$ cat config.mk
export PLATFORM = sky130hd
export DESIGN_NAME = axil_regfile_slave
export DESIGN_NICKNAME = d
export VERILOG_FILES = /design/src/rtl/axil_regfile_pkg.sv /design/src/rtl/axil_regfile_wr_fsm.sv /design/src/rtl/axil_regfile_slave.sv
export SDC_FILE = /design/constraint.sdc
export NUM_CORES = 1
export LEC_CHECK = 0
export ABC_AREA = 1
export ABC_CLOCK_PERIOD_IN_PS = 4000
export BUFFER_PORTS_ARGS = -buffer_cell sky130_fd_sc_hd__buf_4
export CORE_MARGIN = 5
export CORE_UTILIZATION = 40
export CTS_BUF_LIST = sky130_fd_sc_hd__clkbuf_8
export CTS_CLUSTER_DIAMETER = 60
export DETAILED_ROUTE_END_ITERATION = 12
export PLACE_DENSITY = 0.67
export SLEW_MARGIN = 30
export SYNTH_ARGS = -nofsm -noshare
export SYNTH_HDL_FRONTEND = slang
export SYNTH_SLANG_ARGS = --single-unit
$ cat constraint.sdc
create_clock -name aclk -period 4 [get_ports aclk]
set_input_delay 0.2 -clock aclk [delete_from_list [all_inputs] [get_ports aclk]]
set_output_delay 0.2 -clock aclk [all_outputs]
set_load 0.02 [all_outputs]
$ cat src/rtl/axil_regfile_pkg.sv
// Shared response codes, FSM state types and address decode for the AXI-Lite register file.
package axil_regfile_pkg;

  localparam logic [1:0] RESP_OKAY   = 2'b00;
  localparam logic [1:0] RESP_SLVERR = 2'b10;

  typedef enum logic [1:0] {WR_IDLE, WR_HAVE_A, WR_HAVE_D, WR_RESP} wr_state_t;
  typedef enum logic {RD_IDLE, RD_RESP} rd_state_t;

  // Word index of a byte address; the two byte-offset bits are ignored.
  function automatic logic [31:0] reg_index(input logic [31:0] addr);
    return {2'b00, addr[31:2]};
  endfunction

endpackage

$ cat src/rtl/axil_regfile_wr_fsm.sv
// AXI-Lite write channel: independent AW/W capture, single outstanding write, B response.
module axil_regfile_wr_fsm
  import axil_regfile_pkg::*;
#(
  parameter int ADDR_W   = 12,
  parameter int DATA_W   = 32,
  parameter int NUM_REGS = 16
) (
  input  logic                aclk,
  input  logic                areset,
  input  logic [ADDR_W-1:0]   awaddr,
  input  logic                awvalid,
  output logic                awready,
  input  logic [DATA_W-1:0]   wdata,
  input  logic [DATA_W/8-1:0] wstrb,
  input  logic                wvalid,
  output logic                wready,
  output logic [1:0]          bresp,
  output logic                bvalid,
  input  logic                bready,
  output logic                commit,
  output logic                commit_ok,
  output logic [31:0]         commit_idx,
  output logic [DATA_W-1:0]   commit_data,
  output logic [DATA_W/8-1:0] commit_strb
);

  wr_state_t             state;
  logic                  have_a, have_d;
  logic                  a_next, d_next;
  logic [ADDR_W-1:0]     addr_q;
  logic [DATA_W-1:0]     data_q;
  logic [DATA_W/8-1:0]   strb_q;

  assign awready     = !areset && !have_a && (state != WR_RESP);
  assign wready      = !areset && !have_d && (state != WR_RESP);
  assign a_next      = have_a || (awvalid && awready);
  assign d_next      = have_d || (wvalid && wready);
  assign commit      = have_a && have_d;
  assign commit_idx  = reg_index(32'(addr_q));
  assign commit_ok   = commit_idx < 32'(NUM_REGS);
  assign commit_data = data_q;
  assign commit_strb = strb_q;

  always_ff @(posedge aclk) begin
    if (areset) begin
      state  <= WR_IDLE;
      have_a <= 1'b0;
      have_d <= 1'b0;
      addr_q <= '0;
      data_q <= '0;
      strb_q <= '0;
      bvalid <= 1'b0;
      bresp  <= RESP_OKAY;
    end else begin
      case (state)
        WR_RESP: begin
          if (bready) begin
            bvalid <= 1'b0;
            state  <= WR_IDLE;
          end
        end
        default: begin
          if (commit) begin
            have_a <= 1'b0;
            have_d <= 1'b0;
            bvalid <= 1'b1;
            bresp  <= commit_ok ? RESP_OKAY : RESP_SLVERR;
            state  <= WR_RESP;
          end else begin
            if (awvalid && awready) addr_q <= awaddr;
            if (wvalid && wready) begin
              data_q <= wdata;
              strb_q <= wstrb;
            end
            have_a <= a_next;
            have_d <= d_next;
            // With both halves held the commit fires next cycle; the label stays WR_HAVE_A.
            if (a_next)      state <= WR_HAVE_A;
            else if (d_next) state <= WR_HAVE_D;
            else             state <= WR_IDLE;
          end
        end
      endcase
    end
  end

endmodule

$ cat src/rtl/axil_regfile_slave.sv
// AXI-Lite slave register file with read path and storage; define AXIL_REGFILE_WSTRB_EN to honour wstrb.
module axil_regfile_slave
  import axil_regfile_pkg::*;
#(
  parameter int ADDR_W   = 12,
  parameter int DATA_W   = 32,
  parameter int NUM_REGS = 16
) (
  input  logic                     aclk,
  input  logic                     areset,
  input  logic [ADDR_W-1:0]        s_axil_awaddr,
  input  logic                     s_axil_awvalid,
  output logic                     s_axil_awready,
  input  logic [DATA_W-1:0]        s_axil_wdata,
  input  logic [DATA_W/8-1:0]      s_axil_wstrb,
  input  logic                     s_axil_wvalid,
  output logic                     s_axil_wready,
  output logic [1:0]               s_axil_bresp,
  output logic                     s_axil_bvalid,
  input  logic                     s_axil_bready,
  input  logic [ADDR_W-1:0]        s_axil_araddr,
  input  logic                     s_axil_arvalid,
  output logic                     s_axil_arready,
  output logic [DATA_W-1:0]        s_axil_rdata,
  output logic [1:0]               s_axil_rresp,
  output logic                     s_axil_rvalid,
  input  logic                     s_axil_rready,
  output logic [NUM_REGS*DATA_W-1:0] reg_q,
  output logic [NUM_REGS-1:0]      reg_wr_pulse
);

  logic                commit, commit_ok;
  logic [31:0]         commit_idx, rd_idx;
  logic [DATA_W-1:0]   commit_data, cur_word, wr_word, rd_word;
  logic [DATA_W/8-1:0] commit_strb;
  logic [DATA_W-1:0]   regs [NUM_REGS];
  rd_state_t           rd_state;

  axil_regfile_wr_fsm #(
    .ADDR_W  (ADDR_W),
    .DATA_W  (DATA_W),
    .NUM_REGS(NUM_REGS)
  ) u_wr_fsm (
    .aclk       (aclk),
    .areset     (areset),
    .awaddr     (s_axil_awaddr),
    .awvalid    (s_axil_awvalid),
    .awready    (s_axil_awready),
    .wdata      (s_axil_wdata),
    .wstrb      (s_axil_wstrb),
    .wvalid     (s_axil_wvalid),
    .wready     (s_axil_wready),
    .bresp      (s_axil_bresp),
    .bvalid     (s_axil_bvalid),
    .bready     (s_axil_bready),
    .commit     (commit),
    .commit_ok  (commit_ok),
    .commit_idx (commit_idx),
    .commit_data(commit_data),
    .commit_strb(commit_strb)
  );

  assign rd_idx         = reg_index(32'(s_axil_araddr));
  assign s_axil_arready = !areset && (rd_state == RD_IDLE);

  always_comb begin
    cur_word = '0;
    rd_word  = '0;
    reg_q    = '0;
    for (int unsigned i = 0; i < NUM_REGS; i++) begin
      if (commit_idx == i) cur_word = regs[i];
      if (rd_idx == i)     rd_word  = regs[i];
      reg_q[i*DATA_W +: DATA_W] = regs[i];
    end
  end

`ifdef AXIL_REGFILE_WSTRB_EN
  always_comb begin
    wr_word = cur_word;
    for (int unsigned k = 0; k < DATA_W/8; k++) begin
      if (commit_strb[k]) wr_word[k*8 +: 8] = commit_data[k*8 +: 8];
    end
  end
`else
  logic unused_strb;
  assign unused_strb = ^{commit_strb, cur_word};
  assign wr_word     = commit_data;
`endif

  always_ff @(posedge aclk) begin
    if (areset) begin
      for (int unsigned i = 0; i < NUM_REGS; i++) regs[i] <= '0;
      reg_wr_pulse  <= '0;
      rd_state      <= RD_IDLE;
      s_axil_rvalid <= 1'b0;
      s_axil_rdata  <= '0;
      s_axil_rresp  <= RESP_OKAY;
    end else begin
      reg_wr_pulse <= '0;
      for (int unsigned i = 0; i < NUM_REGS; i++) begin
        if (commit && commit_ok && commit_idx == i) begin
          regs[i]         <= wr_word;
          reg_wr_pulse[i] <= 1'b1;
        end
      end
      // Read data samples regs before this edge's write lands, so a colliding read sees the old value.
      case (rd_state)
        RD_IDLE: begin
          if (s_axil_arvalid) begin
            s_axil_rdata  <= rd_word;
            s_axil_rresp  <= (rd_idx < 32'(NUM_REGS)) ? RESP_OKAY : RESP_SLVERR;
            s_axil_rvalid <= 1'b1;
            rd_state      <= RD_RESP;
          end
        end
        default: begin
          if (s_axil_rready) begin
            s_axil_rvalid <= 1'b0;
            rd_state      <= RD_IDLE;
          end
        end
      endcase
    end
  end

endmodule

==> flow_summary.toml <==
[run_status]
status = "completed"

[floorplan]
die-area_um2 = 67600
io_pins = 636
row_count = 91
initial_core_util_pct = 40.4
dieHeight_um = 260
die_w_um = 260
coreArea_um2 = 61800

[critical_path]
cpMaxStageDelayCell = "buf_4"
crit_fanout = 34
cp.required_ns = 4.34
crit_chain = "nor4_1 -> nand2_1 -> nor2_1 -> inv_1 -> nor3_1 -> nand2_1 -> buf_4 -> nand2_2 -> buf_4"
critical_path_arrival_ns = 3.42
end_kind = "register"
critPathMaxStageDelay_ns = 0.43
r2r.worst_path.cells = 9
startpoint = "u_wr_fsm.addr_q[6]"
worstSetupEndpoint = "regs[0][242]"
crit_type = "register to register"
r2r_end = "regs[0][242]"
rr_startpoint = "u_wr_fsm.addr_q[6]"
rrSetupSlack_ns = 0.92
critPathLaunchType = "register"

[synthesis]
ys_ff_latch = 611
yosysUniqueCellTypes = 34
synthesis.area_um2 = 25000
syn_inst = 2424
ys_seq_area_share_pct = 69.4
syn_avg_cell_area_um2 = 10.3
yosysWarnings = 0

[clock_tree]
clk_latency_ns = 0.71
post_cts_buffers = 0
clkTransAtPathRegs_ns = 0.06
cts_hold_buffers = 49
clockRootBuffer = "clkbuf_8"
cts_sinks = 611
numCtsBuffers = 102
cts_tree = "built"
post_cts_resized = 0
htreeDepth = 3
max-clock-path-buffers = 3

[final_layout]
syn_to_final_growth_pct = 32.7
final_cells = 4044
final_area_um2 = 33200
fin_nets = 3189
fill_cells = 5465
layout_commonest_cell = "buf_4"
utilization_pct = 53.7
mostFrequentLayoutCells = "677 x buf_4, 547 x nor2_1, 512 x edfxtp_1, 479 x nand2_1, 243 x inv_1"
antenna_cells = 0
drive_gt1_share_pct = 27.6

[detailed_routing]
dr.pass1.iters = 6
wire_per_inst_um = 25.1
ant_nets = 0
avgViaCountPerCell = 5.18
drtIter0Drc = 1867
vias = 21000
drc_errors = 0
wl_um = 101000

[timing]
tns_ns = 0
final-setup-viol-count = 0
tightest_slew_ns = 0.923
max-slew-margin-rel_pct = 38.0
fmax_mhz = 324
drv_slew = 0
fin_crit_sh_pct = 77.1
fin_ws_ns = 0.917
worst_clock_skew_ns = 0.0260
rsz0062_at_grt = "no"
period_minus_slack_ns = 3.08
fin_hold_ws_ns = 0.181
finalHoldViolCount = 0

[placed_design]
pre_cts_ws_ns = 0.820
dp_cells = 3805
gp_congestion = 0.917
port_buffers = 625
place_area_um2 = 30700
dpl.hpwl_um = 74500

[power_and_ir_drop]
swShare_pct = 26.2
p_switching_mw = 3.72
pwr-share-seq_pct = 52.0
internal-power_mw = 10.5
power_frac_comb_pct = 9.2
vdd_drop_max_mv = 0.271
finalPower_mw = 14.2
p_per_area_nw_per_um2 = 427
cellLeakagePower_nw = 13.6
clkPwrFrac_pct = 38.8

[grt]
grt_max_degree = 66
grt_pass1_vias = 21000
grt_usage_pct = 28.7
grt_antenna_before_repair = 2
overflow = 0
grt_pass1_wl_um = 143000

[job]
maxCapViolCount = 0

[min_path]
holdCritStartpoint = "s_axil_awvalid"
hold_path.class = "primary input to register"
==> logic make-up after synthesis <==
| family | after synthesis | share of synthesized area (%) |
|---|---|---|
| AOI/OAI and AO/OA | 150 | 3.06 |
| buffers and inverters | 370 | 5.77 |
| DFF | 611 | 69.4 |
| other | 1 | 0.0150 |
| and+or+nand+nor | 1292 | 21.7 |
==> flip-flops by register name, indices dropped and copies added, names as in the netlist <==
register	count
s_axil_rresp	1
u_wr_fsm.have_d	1
u_wr_fsm.commit_data	32
s_axil_rdata	32
u_wr_fsm.bresp	1
u_wr_fsm.bvalid	1
s_axil_rvalid	1
u_wr_fsm.have_a	1
rd_state	1
reg_wr_pulse	16
u_wr_fsm.state	2
regs	512
u_wr_fsm.addr_q	10
==> layer usage <==
metal,GRT usage (%),routed length (µm),share of wire (%)
met2,50.5,51000,50
met1,33.5,36100,36
met3,8.41,10500,10
met5,0,21,0.021
met4,10.2,3850,3.8
==> worst max-delay path, delay by kind of cell (launching register included) <==
family	cells	cell delay (ns)
buffers and inverters	3	0.86
flip-flops	1	0.33
AND/OR/NAND/NOR	6	1.49
==> layout make-up <==
cell class / instances / area, µm² / share of cell area, %
Clock inverter: 74 / 434 / 1.31
Sequential cell: 611 / 17400 / 52.3
Timing Repair Buffer: 727 / 5590 / 16.8
Clock buffer: 115 / 1580 / 4.77
Multi-Input combinational cell: 1444 / 6290 / 18.9
Inverter: 236 / 891 / 2.68
Tap cell: 837 / 1050 / 3.16
==> synthesized netlist by cell type <==
cell type / number / area (µm²)
nor2_1: 550 / 2060
edfxtp_1: 512 / 15400
nand2_1: 484 / 1820
inv_1: 219 / 822
nand3_1: 111 / 556
clkbuf_1: 105 / 394
dfxtp_1: 99 / 1980
nand4_1: 90 / 563
a21oi_1: 70 / 350
o21ai_0: 52 / 260
o21ai_1: 22 / 110
buf_2: 17 / 85.1
nor2_2: 17 / 106
inv_2: 16 / 60.1
or2_0: 12 / 75.1
nor3_1: 9 / 45.0
buf_4: 6 / 45.0
buf_1: 5 / 18.8
nor2_4: 4 / 45.0
nor4_4: 4 / 85.1
nor4_1: 3 / 18.8
or2_1: 3 / 18.8
a31oi_1: 2 / 12.5
o2111ai_1: 2 / 17.5
a211oi_1: 1 / 7.51
and2_1: 1 / 6.26
buf_6: 1 / 11.3
conb_1: 1 / 3.75
inv_4: 1 / 6.26
nand2_2: 1 / 6.26
nand2_4: 1 / 11.3
nor4_2: 1 / 12.5
o211ai_1: 1 / 7.51
or2_2: 1 / 6.26
==> worst min-delay path by stage <==
stage,endpoint,cells past startpoint
global placement,u_wr_fsm.addr_q[9],3
finish,u_wr_fsm.addr_q[6],4
floorplan,u_wr_fsm.addr_q[6],2
detailed placement,u_wr_fsm.addr_q[9],3
CTS,u_wr_fsm.addr_q[7],4
global route,u_wr_fsm.addr_q[6],4
==> power groups by stage <==
| stage | Sequential, mW | Clock, mW | Combinational, mW |
|---|---|---|---|
| 2_1_floorplan | 7.75 | 0 | 0.296 |
| 3_3_place_gp | 7.49 | 0 | 1.26 |
| 3_5_place_dp | 7.50 | 0 | 1.27 |
| 4_1_cts | 7.37 | 5.57 | 1.31 |
| 5_1_grt | 7.39 | 5.88 | 1.37 |
| 6_report | 7.37 | 5.49 | 1.31 |
No activity file was read; power rests on OpenSTA's default activity.
